### src/rtl/imem_program_loader.sv
// rtl/imem_program_loader.sv - byte-stream instruction memory loader with word-count header and checksum
module imem_program_loader #(
  parameter logic [31:0] ADDR_BASE = 32'h0000_0000,
  parameter int          MAX_WORDS = 512
) (
  input  logic        clk,
  input  logic        reset,
  input  logic        in_valid,
  input  logic [7:0]  in_data,
  output logic        in_ready,
  output logic        imem_we,
  output logic [31:0] imem_a,
  output logic [31:0] imem_wd,
  output logic        cpu_hold,
  output logic        done,
  output logic        error,
  output logic [31:0] loaded_words
);

  typedef enum logic [2:0] {
    S_HDR,
    S_LOAD,
    S_CSUM,
    S_DONE,
    S_ERR
  } state_t;

  state_t      state;
  logic [1:0]  byte_cnt;
  logic [23:0] shift_reg;
  logic [31:0] word_total;
  logic [31:0] word_idx;
  logic [7:0]  sum;
  logic [31:0] next_word;
  logic        xfer;

  // Little-endian assembly: the newest byte lands in the top lane, so after
  // four shifts the first byte received sits in bits [7:0].
  assign next_word = {in_data, shift_reg};
  assign in_ready  = !reset && (state == S_HDR || state == S_LOAD || state == S_CSUM);
  assign xfer      = in_valid && in_ready;

  always_ff @(posedge clk) begin
    if (reset) begin
      state        <= S_HDR;
      byte_cnt     <= 2'd0;
      shift_reg    <= 24'd0;
      word_total   <= 32'd0;
      word_idx     <= 32'd0;
      sum          <= 8'd0;
      imem_we      <= 1'b0;
      imem_a       <= ADDR_BASE;
      imem_wd      <= 32'd0;
      cpu_hold     <= 1'b1;
      done         <= 1'b0;
      error        <= 1'b0;
      loaded_words <= 32'd0;
    end else begin
      imem_we <= 1'b0;
      case (state)
        S_HDR: begin
          if (xfer) begin
            shift_reg <= next_word[31:8];
            byte_cnt  <= byte_cnt + 2'd1;
            if (byte_cnt == 2'd3) begin
              word_total <= next_word;
              if (next_word > 32'(MAX_WORDS)) begin
                state <= S_ERR;
                error <= 1'b1;
              end else if (next_word == 32'd0) begin
                state <= S_CSUM;
              end else begin
                state <= S_LOAD;
              end
            end
          end
        end

        S_LOAD: begin
          if (xfer) begin
            shift_reg <= next_word[31:8];
            byte_cnt  <= byte_cnt + 2'd1;
            sum       <= sum + in_data;
            if (byte_cnt == 2'd3) begin
              imem_we      <= 1'b1;
              imem_a       <= ADDR_BASE + (word_idx << 2);
              imem_wd      <= next_word;
              loaded_words <= loaded_words + 32'd1;
              word_idx     <= word_idx + 32'd1;
              if (word_idx + 32'd1 == word_total) begin
                state <= S_CSUM;
              end
            end
          end
        end

        S_CSUM: begin
          if (xfer) begin
            if (in_data == sum) begin
              state    <= S_DONE;
              done     <= 1'b1;
              cpu_hold <= 1'b0;
            end else begin
              state <= S_ERR;
              error <= 1'b1;
            end
          end
        end

        S_DONE: begin
        end

        S_ERR: begin
        end

        default: begin
          state <= S_HDR;
        end
      endcase
    end
  end

endmodule

### config.mk
export PLATFORM = sky130hd
export DESIGN_NAME = imem_program_loader
export DESIGN_NICKNAME = d
export VERILOG_FILES = /design/src/rtl/imem_program_loader.sv
export SDC_FILE = /design/constraint.sdc
export NUM_CORES = 1
export LEC_CHECK = 0
export ABC_AREA = 1
export CAP_MARGIN = 20
export CORE_UTILIZATION = 50
export DETAILED_ROUTE_END_ITERATION = 12
export PLACE_DENSITY = 0.73
export SYNTH_ARGS = -nofsm -noshare
export SYNTH_HDL_FRONTEND = slang
export SYNTH_SLANG_ARGS = --single-unit
### constraint.sdc
create_clock -name clk -period 5.1 [get_ports clk]
set_clock_uncertainty 0.05 [all_clocks]
set_input_delay 1.275 -clock clk [delete_from_list [all_inputs] [get_ports clk]]
set_output_delay 1.275 -clock clk [all_outputs]
set_load 0.05 [all_outputs]
==> flow_summary.yaml <==
synthesis:
  synthCells: 1359
  synth_flop_cell: "dfxtp_1"
  synthArstFlopShare: 0
  synth_seq_area_share: 0.418
  synth_compound_area_frac: 0.189
  syn_avg_cell_area_sq_um: 7.02
  synth_top_family_by_area: "simple AND/OR/NAND/NOR gates"
  yosys.area_share.simple: 0.255
  synthDistinctLibCells: 43
  syn_area_sq_mm: 0.00954
  synth_adder_area_share: 0.0152
  synth-seq-cells: 199
  synth_edf_count: 0
  synth_xor_area_frac: 0.0295
  synthMuxAreaShare: 0
  yosys_warnings: 0
timing:
  min_period_ns: 3.81
  fin_setup_tns_ns: 0
  finalHoldViolCount: 0
  worstMarginPinSlew_ns: 1.02
  slew_viol_final: 0
  max_slew_margin: 0.321
  final.period_utilization: 0.747
  fmax_ghz: 0.262
  rsz0062_at_grt: "false"
  setup_viol: 0
  hold_slack_ns: 0.401
routing:
  drc: 0
  num_vias: 8996
  wl_met1_microns: 12000
  via_per_inst: 5.35
  dr_wl_met3_microns: 1570
  wl_met2_microns: 10700
  drt_wl_total_microns: 24500
  dr.max_layer_used: "met4"
  drt_first_pass_iters: 7
  drtIter0Drc: 665
  drtAntennaViolNets: 0
  wl_per_cell_microns: 14.6
clock_network:
  clk_latency_ns: 0.44
  cts.sinks: 199
  cts_buffers: 17
  cts_max_path_buffers: 2
  cts_htree_levels: 4
  cts.clk_slew.worst_paths_ns: 0.08
  cts_hold_buf: 0
  cts_tree: "done"
  root_buffer: "clkbuf_16"
  postCtsSetupBuffers: 0
  cts_resized: 0
worst_hold_path:
  hold_path_class: "flop to flop"
worst_setup_path:
  cp_slowest_stage_delay_ns: 0.46
  path_class: "input pin to output port"
  worstPathMaxFanout: 44
  path_cells: "clkdlybuf4s50_1 > inv_4 > nand2_4 > inv_1 > buf_12"
  cp-end-kind: "output port"
  path_delay_family: "buffers and inverters"
  cp-start-kind: "input pin"
  crit_path_top_delay_cell: "clkdlybuf4s50_1"
  cp.required_ns: 3.77
  crit_arrival_ns: 2.48
  crit_buf_inv: 4
place:
  io_buffers: 109
  hpwl_microns: 17600
  gp_congestion: 0.928
floorplanning:
  fp-row-count: 50
  dieArea_sq_mm: 0.0196
  die_w_microns: 140
  die_h_microns: 140
  io_pins: 112
  start_util: 0.510
  core-area_sq_mm: 0.0187
flow_run:
  drv_cap: 0
finish:
  antenna_cells: 0
  fillers: 1711
  final_common_cell: "nand2_1"
  layout_common_cells: "257 x nand2_1, 199 x dfxtp_1, 169 x a21oi_1"
  drive_gt1_frac: 0.0553
  nets: 1456
  syn_to_final_growth_pct: 19.0
pwr:
  power_mw: 3.09
  internal_power_mw: 2.32
  power.share.clock: 0.453
  p_leak_nw: 4.45
  ir_drop_v: 0.000237
  p_per_area_mw_per_mm2: 272
  p_sw_mw: 0.764
  sw_frac_of_total: 0.247
  p_comb_frac: 0.037
  seqPwrFrac: 0.510
global_routing:
  grt-ovfl-total: 0
  antenna_found_initial: 0
  grt_pass1_wl_microns: 40400
  grt_usage: 0.257
  grt_start_max_net_pins: 123
  first_global_vias: 7939
run_status:
  status: "completed"
==> worst register-to-register path, stage by stage, from the launching register on <==
cell,delay [ns]
dfxtp_1,0.42
ha_1,0.24
nand2_2,0.10
nor2_4,0.16
nand3_1,0.30
o21bai_1,0.23
nand2_1,0.11
nand2_1,0.07
nand2_1,0.05
nor2_1,0.09
nand2_1,0.09
nor2_1,0.10
nand3_1,0.12
nand2_1,0.09
nand2_1,0.06
o21ai_1,0.12
inv_1,0.05
==> kinds of logic after synthesis <==
group | count (synthesis)
compound gates | 352
xor+xnor | 27
fa+ha+maj | 11
buf+inv | 230
flops | 199
other cells | 1
simple gates | 539
==> cell type report <==
| type | instances | area (sq um) | share of cell area |
|---|---|---|---|
| clock inverter | 14 | 169 | 0.0149 |
| clock buffer | 18 | 439 | 0.0387 |
| tap | 234 | 293 | 0.0258 |
| inverter | 169 | 637 | 0.0561 |
| sequential | 199 | 3980 | 0.351 |
| multi-input combinational | 931 | 4670 | 0.412 |
| timing repair buffer | 116 | 1150 | 0.102 |
==> synth_stat cells (all sizes together), types with 5 or more instances <==
cell type	count	area, sq um
dfxtp	199	3980
nor4	9	77.6
nand2	264	1020
a31oi	5	31.3
xnor2	6	52.6
a21oi	169	846
nand3b	6	45.0
buf	13	76.3
nand3	79	410
o211ai	7	52.6
inv	169	634
nand4	15	93.8
nor2	135	594
o21ai	165	826
xor2	18	158
ha	10	125
clkbuf	48	180
nor3	23	140
==> power by group through the flow <==
stage / combinational (mW) / clock (mW) / sequential [mW]
2_1_floorplan: 0.0773 / 0 / 1.61
3_3_place_gp: 0.113 / 0 / 1.61
3_5_place_dp: 0.114 / 0 / 1.61
4_1_cts: 0.114 / 1.43 / 1.57
5_1_grt: 0.127 / 1.49 / 1.58
6_report: 0.114 / 1.40 / 1.57
==> metrics by stage <==
stage	setup slack (ns)	std cells	util	cell area, sq um
global placement	1.28	1649	0.574	10700
global route	1.21	1681	0.607	11300
detailed placement	1.29	1649	0.574	10700
CTS	1.28	1681	0.607	11300
finish	1.29	1681	0.607	11300
floorplan	1.83	1360	-	9540
==> routing by layer <==
layer	global-route usage	up-vias
li1	-	4603
met1	0.375	4115
met2	0.392	260
met3	0.0424	18
met4	0.0642	0
met5	0	-
==> worst paths after layout <==
check | slack (ns) | from | cells after the start | end
max | 1.29 | reset | 5 | in_ready
min | 0.40 | cpu_hold | 2 | cpu_hold
min reg2reg | 0.40 | cpu_hold | 2 | cpu_hold
max reg2reg | 2.55 | word_idx[0] | 16 | state[0]
(Power assumes the default switching activity.)
